--- config.mk ---
export PLATFORM = sky130hd
export DESIGN_NAME = mem_port_arbiter
export DESIGN_NICKNAME = d
export VERILOG_FILES = /design/src/rtl/mem_port_arbiter.sv
export SDC_FILE = /design/constraint.sdc
export NUM_CORES = 1
export LEC_CHECK = 0
export BUFFER_PORTS_ARGS = -buffer_cell sky130_fd_sc_hd__buf_2
export CORE_UTILIZATION = 40
export CTS_BUF_LIST = sky130_fd_sc_hd__clkbuf_16
export CTS_CLUSTER_DIAMETER = 150
export CTS_CLUSTER_SIZE = 30
export DETAILED_ROUTE_END_ITERATION = 8
export PLACE_DENSITY = 0.81
export SETUP_SLACK_MARGIN = 0.02
export SYNTH_ARGS = -nofsm -noshare
export SYNTH_HDL_FRONTEND = slang
export SYNTH_SLANG_ARGS = --single-unit
--- constraint.sdc ---
create_clock -name clk -period 12.3 [get_ports clk]
set_clock_uncertainty 0.2 [all_clocks]
set_input_delay 2.46 -clock clk [delete_from_list [all_inputs] [get_ports clk]]
set_output_delay 2.46 -clock clk [all_outputs]
set_load 0.03 [all_outputs]
--- src/rtl/mem_port_arbiter.sv ---
// Arbitrates one single-port unified memory between instruction fetch and the
// MEM-stage data port. Data has priority; a starvation counter eventually forces a fetch grant.
module mem_port_arbiter #(
  parameter int ADDR_W       = 32,
  parameter int DATA_W       = 32,
  parameter int LATENCY      = 2,
  parameter int STARVE_LIMIT = 4
) (
  input  logic                clk,
  input  logic                rst,
  input  logic                if_req_i,
  input  logic [ADDR_W-1:0]   if_addr_i,
  output logic                if_valid_o,
  output logic [DATA_W-1:0]   if_rdata_o,
  output logic                if_stall_o,
  input  logic                d_req_i,
  input  logic                d_we_i,
  input  logic [ADDR_W-1:0]   d_addr_i,
  input  logic [DATA_W-1:0]   d_wdata_i,
  input  logic [DATA_W/8-1:0] d_be_i,
  output logic                d_valid_o,
  output logic [DATA_W-1:0]   d_rdata_o,
  output logic                d_stall_o,
  output logic                mem_en_o,
  output logic                mem_we_o,
  output logic [ADDR_W-1:0]   mem_addr_o,
  output logic [DATA_W-1:0]   mem_wdata_o,
  output logic [DATA_W/8-1:0] mem_be_o,
  input  logic [DATA_W-1:0]   mem_rdata_i,
  output logic                busy_o
);
  localparam int BE_W  = DATA_W / 8;
  localparam int LAT_W = (LATENCY > 1) ? $clog2(LATENCY) : 1;
  localparam int SC_W  = $clog2(STARVE_LIMIT + 1);
  localparam logic [SC_W-1:0]  STARVE_MAX = SC_W'(STARVE_LIMIT);
  localparam logic [LAT_W-1:0] LAT_INIT   = LAT_W'(LATENCY - 1);

  typedef enum logic [1:0] {S_IDLE, S_ISSUE, S_WAIT, S_RESP} state_t;

  state_t            state_q, state_d;
  logic [LAT_W-1:0]  lat_q, lat_d;
  logic [SC_W-1:0]   starve_q, starve_d;
  logic              win_d_q, win_d_d;
  logic              mem_en_q, mem_en_d;
  logic              mem_we_q, mem_we_d;
  logic [ADDR_W-1:0] mem_addr_q, mem_addr_d;
  logic [DATA_W-1:0] mem_wdata_q, mem_wdata_d;
  logic [BE_W-1:0]   mem_be_q, mem_be_d;
  logic              if_valid_q, if_valid_d;
  logic [DATA_W-1:0] if_rdata_q, if_rdata_d;
  logic              d_valid_q, d_valid_d;
  logic [DATA_W-1:0] d_rdata_q, d_rdata_d;
  logic              grant_data;

  always_ff @(posedge clk or posedge rst) begin
    if (rst) begin
      state_q     <= S_IDLE;
      lat_q       <= '0;
      starve_q    <= '0;
      win_d_q     <= 1'b0;
      mem_en_q    <= 1'b0;
      mem_we_q    <= 1'b0;
      mem_addr_q  <= '0;
      mem_wdata_q <= '0;
      mem_be_q    <= '0;
      if_valid_q  <= 1'b0;
      if_rdata_q  <= '0;
      d_valid_q   <= 1'b0;
      d_rdata_q   <= '0;
    end else begin
      state_q     <= state_d;
      lat_q       <= lat_d;
      starve_q    <= starve_d;
      win_d_q     <= win_d_d;
      mem_en_q    <= mem_en_d;
      mem_we_q    <= mem_we_d;
      mem_addr_q  <= mem_addr_d;
      mem_wdata_q <= mem_wdata_d;
      mem_be_q    <= mem_be_d;
      if_valid_q  <= if_valid_d;
      if_rdata_q  <= if_rdata_d;
      d_valid_q   <= d_valid_d;
      d_rdata_q   <= d_rdata_d;
    end
  end

  always_comb begin
    state_d     = state_q;
    lat_d       = lat_q;
    starve_d    = starve_q;
    win_d_d     = win_d_q;
    mem_en_d    = 1'b0;
    mem_we_d    = mem_we_q;
    mem_addr_d  = mem_addr_q;
    mem_wdata_d = mem_wdata_q;
    mem_be_d    = mem_be_q;
    if_valid_d  = 1'b0;
    if_rdata_d  = if_rdata_q;
    d_valid_d   = 1'b0;
    d_rdata_d   = d_rdata_q;
    grant_data  = 1'b0;
    unique case (state_q)
      S_IDLE: begin
        if (if_req_i || d_req_i) begin
          grant_data = d_req_i && (!if_req_i || (starve_q < STARVE_MAX));
          win_d_d    = grant_data;
          mem_en_d   = 1'b1;
          state_d    = S_ISSUE;
          if (grant_data) begin
            // Only a contested data win counts against fetch.
            if (if_req_i) starve_d = starve_q + SC_W'(1);
            mem_we_d    = d_we_i;
            mem_addr_d  = d_addr_i;
            mem_wdata_d = d_wdata_i;
            mem_be_d    = d_be_i;
          end else begin
            starve_d    = '0;
            mem_we_d    = 1'b0;
            mem_addr_d  = if_addr_i;
            mem_wdata_d = '0;
            mem_be_d    = '1;
          end
        end
      end
      S_ISSUE: begin
        lat_d   = LAT_INIT;
        state_d = S_WAIT;
      end
      S_WAIT: begin
        // lat_q == 0 marks the cycle in which mem_rdata is valid.
        if (lat_q == '0) begin
          state_d = S_RESP;
          if (win_d_q) begin
            d_valid_d = 1'b1;
            d_rdata_d = mem_we_q ? '0 : mem_rdata_i;
          end else begin
            if_valid_d = 1'b1;
            if_rdata_d = mem_rdata_i;
          end
        end else begin
          lat_d = lat_q - LAT_W'(1);
        end
      end
      S_RESP:  state_d = S_IDLE;
      default: state_d = S_IDLE;
    endcase
  end

  assign if_valid_o  = if_valid_q;
  assign if_rdata_o  = if_rdata_q;
  assign if_stall_o  = if_req_i && !if_valid_q;
  assign d_valid_o   = d_valid_q;
  assign d_rdata_o   = d_rdata_q;
  assign d_stall_o   = d_req_i && !d_valid_q;
  assign mem_en_o    = mem_en_q;
  assign mem_we_o    = mem_we_q;
  assign mem_addr_o  = mem_addr_q;
  assign mem_wdata_o = mem_wdata_q;
  assign mem_be_o    = mem_be_q;
  assign busy_o      = (state_q != S_IDLE);
endmodule

==> impl_metrics.ini <==
[global_routing]
grt_pass1_wl_um = 21700
grt_overflow = 0
grt_max_degree = 77
number_of_global_route_vias_before_repair = 4335
grt_util_all_layers_pct = 19.2
antenna_found_initial = 0

[worst_setup_path]
worst_r2r_dst = if_rdata_o[21]
worst-r2r-setup-slack_ns = 10.24
r2r_cells = 5
critPathLaunchType = primary input
critPathCaptureType = output port
critical_path.cell_chain = buf_2 > nor2b_1 > buf_2
crit_type = primary input to output port
critical_path.startpoint = d_req_i
critical_path.max_fanout = 6
slowest_delay_ns = 0.20
critical_path.reg2reg.startpoint = state_q[0]
required_ns = 9.64
endpoint = d_stall_o
crit_path_top_delay_cell = sky130_fd_sc_hd__buf_2
worst_path_most_repeated_cell = sky130_fd_sc_hd__buf_2
worst_ep_arrival_time_ns = 2.98

[floorplanning]
core-area_sq_mm = 0.0140
io-pin-count = 276
initial_utilization_pct = 41.2
die_height_um = 122
design.die.area_sq_mm = 0.0149
std_cell_rows = 43
die_width_um = 122

[cts]
numClockSinks = 143
cts_repair_resize_count = 0
clockBufferDepth = 2
clock_latency_ns = 0.41
ctsHoldBuffers = 0
setup_fix_buffers_added_after_clock_tree_synthesis = 0
clkSlewWorstSetupHoldPaths_ns = 0.06
htree_levels = 4
cts-root-buf = sky130_fd_sc_hd__clkbuf_16
tritoncts.num_buffers = 17
tritoncts_clock_tree = yes

[synth]
synth_seq_area_share_pct = 62.1
syn_area_sq_mm = 0.00576
yosysWarnings = 0
synth_cells = 505
ys_ff_latch = 143
distinct_cells_synth = 31
synth_fp_nets = 645
syn_avg_cell_area_sq_um = 11.4

[sta]
hold_violations = 0
maxClockFrequency_mhz = 177
final_period_minus_worst_setup_slack_ns = 5.64
post-route-period-util_pct = 45.8
finalSetupViolCount = 0
report.final.slew_viol_count = 0
rsz0062_at_grt = no
tightestPinTransition_ns = 0.849
timing.setup.tns_ns = 0
timing.slew.headroom_pct = 43.4

[placement]
dp.cells = 933
io_buffer_count = 275
globalplace.congestion = 0.757
dp_hpwl_um = 9790
postPlaceCellArea_sq_mm = 0.00722

[pwr]
power_per_cell_area_mw_per_mm2 = 308
power_w = 0.00240
switching_power_w = 0.00105
power.clock.fraction_pct = 20.0
combinationalPowerShare_pct = 46.4
sequentialPowerShare_pct = 33.5
netSwitchingFraction_pct = 43.8
vdd_ir_drop_max_mv = 0.153
power.leakage_nw = 4.02
power.internal_w = 0.00135

[routing]
route.vias.total = 4661
wl_per_cell_um = 14.4
drt.antenna.violating_nets = 0
route.final.wire_length_um = 13900
drt_pass1_iterations = 4
dr.first_iter.drc_count = 165
via_per_inst = 4.83
drcViolationCount = 0

[cells_and_area]
final_cells = 965
area_taken_by_multi_input_logic_gates_sq_mm = 0.00196
seqCellArea_sq_mm = 0.00358
total_nets_final = 912
area_growth_pct = 34.9
fillerInstances = 1242
fin_area_sq_mm = 0.00777
total_inserted_antenna_cells = 0
finalCoreUtilization_pct = 55.6
final_layout_size_suffix_gt1_share_pct = 44.3

[job]
cap_viol_max_count = 0

[status]
outcome = complete, no violations

[hold_path]
timing.hold.worst.class = flip-flop to flip-flop
==> state kept, by name, indices dropped and copies added (netlist names) <==
name         count
d_rdata_o       32
d_valid_o        1
if_rdata_o      32
if_valid_o       1
lat_q            1
mem_addr_o      32
mem_be_o         4
mem_en_o         1
mem_wdata_o     32
mem_we_o         1
starve_q         3
state_q          2
win_d_q          1
==> per-layer routing <==
metal	share of wire (%)	GRT usage [%]	vias to the layer above
li1	-	-	2270
met1	43	24.7	2201
met2	49	30.2	169
met3	6.2	5.99	21
met4	2.0	7.25	0
met5	0	0	-
==> power by group through the flow <==
stage	logic, W	clock network, W	registers, W
3_5_place_dp	0.00113	0	0.000808
6_report	0.00111	0.000480	0.000803
5_1_grt	0.00120	0.000518	0.000831
3_3_place_gp	0.00110	0	0.000803
4_1_cts	0.00113	0.000493	0.000805
2_1_floorplan	0.000380	0	0.00123
==> kinds of logic after synthesis <==
family | synth area share [%]
AOI/OAI and AO/OA | 15.1
muxes | 6.62
DFF | 62.1
and+or+nand+nor | 11.5
adders and majority gates | 0.652
buffers and inverters | 4.06
==> synthesized netlist by cell type <==
cell type	instances	share of area, %
sky130_fd_sc_hd__inv_1	6	0.39
sky130_fd_sc_hd__o21ai_2	1	0.15
sky130_fd_sc_hd__nand3b_1	1	0.13
sky130_fd_sc_hd__ha_1	3	0.65
sky130_fd_sc_hd__nor2b_1	2	0.22
sky130_fd_sc_hd__buf_1	2	0.13
sky130_fd_sc_hd__mux2_1	1	0.20
sky130_fd_sc_hd__a22o_1	33	5.0
sky130_fd_sc_hd__a21o_1	1	0.13
sky130_fd_sc_hd__nor2_1	33	2.2
sky130_fd_sc_hd__o21ai_0	33	2.9
sky130_fd_sc_hd__buf_2	13	1.1
sky130_fd_sc_hd__a21oi_1	64	5.6
sky130_fd_sc_hd__nand4_1	1	0.11
sky130_fd_sc_hd__dfrtp_1	143	62
sky130_fd_sc_hd__clkbuf_1	7	0.46
sky130_fd_sc_hd__a21bo_1	1	0.17
sky130_fd_sc_hd__nand2_1	71	4.6
sky130_fd_sc_hd__a21boi_2	1	0.20
sky130_fd_sc_hd__o21ai_1	1	0.087
sky130_fd_sc_hd__nand2b_1	32	3.5
sky130_fd_sc_hd__nor3b_4	1	0.33
sky130_fd_sc_hd__inv_2	1	0.065
sky130_fd_sc_hd__o22a_1	5	0.76
sky130_fd_sc_hd__a22oi_1	1	0.13
sky130_fd_sc_hd__buf_4	7	0.91
sky130_fd_sc_hd__mux2i_1	1	0.17
sky130_fd_sc_hd__nor3_1	1	0.087
sky130_fd_sc_hd__nor2_8	1	0.35
sky130_fd_sc_hd__mux2_2	32	6.3
sky130_fd_sc_hd__buf_6	5	0.98
==> cells in the final DEF (no fill, tap or decap), drive strengths merged, types with 2 or more instances in the layout <==
| cell | count |
|---|---|
| buf | 282 |
| dfrtp | 143 |
| nand2 | 71 |
| a21oi | 64 |
| o21ai | 35 |
| nor2 | 34 |
| a22o | 33 |
| mux2 | 33 |
| nand2b | 32 |
| clkbuf | 17 |
| clkinv | 10 |
| inv | 8 |
| o22a | 5 |
| ha | 3 |
| nor2b | 2 |
| clkinvlp | 2 |
| bufinv | 2 |
==> critical path, delay by kind of cell <==
kind / cells / cell delay [ns]
simple gates: 1 / 0.14
buf+inv: 2 / 0.38
==> area by class of cell <==
type                       count  area share (%)
clock buffer                  17            5.47
clock inverter                15            1.66
inverter                       7           0.402
multi-input combinational    321            25.2
sequential                   143            46.0
tap                          180            2.90
timing repair buffer         282            18.4
==> worst min-delay path by stage <==
stage / slack, ns / cells past startpoint / from / to
final: 0.27 / 2 / d_rdata_o[31] / d_rdata_o[31]
after global routing: 0.29 / 2 / d_rdata_o[8] / d_rdata_o[8]
after CTS: 0.28 / 2 / d_rdata_o[29] / d_rdata_o[29]
after detailed placement: 0.26 / 2 / d_rdata_o[29] / d_rdata_o[29]
after global placement: 0.26 / 2 / d_rdata_o[19] / d_rdata_o[19]
after floorplan: 0.26 / 2 / starve_q[1] / starve_q[1]
==> stage by stage <==
stage	worst slack [ns]	hold WS [ns]
global route	6.61	0.292
detailed placement	6.64	0.265
global placement	6.65	0.256
finish	6.66	0.273
CTS	6.64	0.277
floorplan	5.80	0.260
Power figures use the tool's default switching activity.
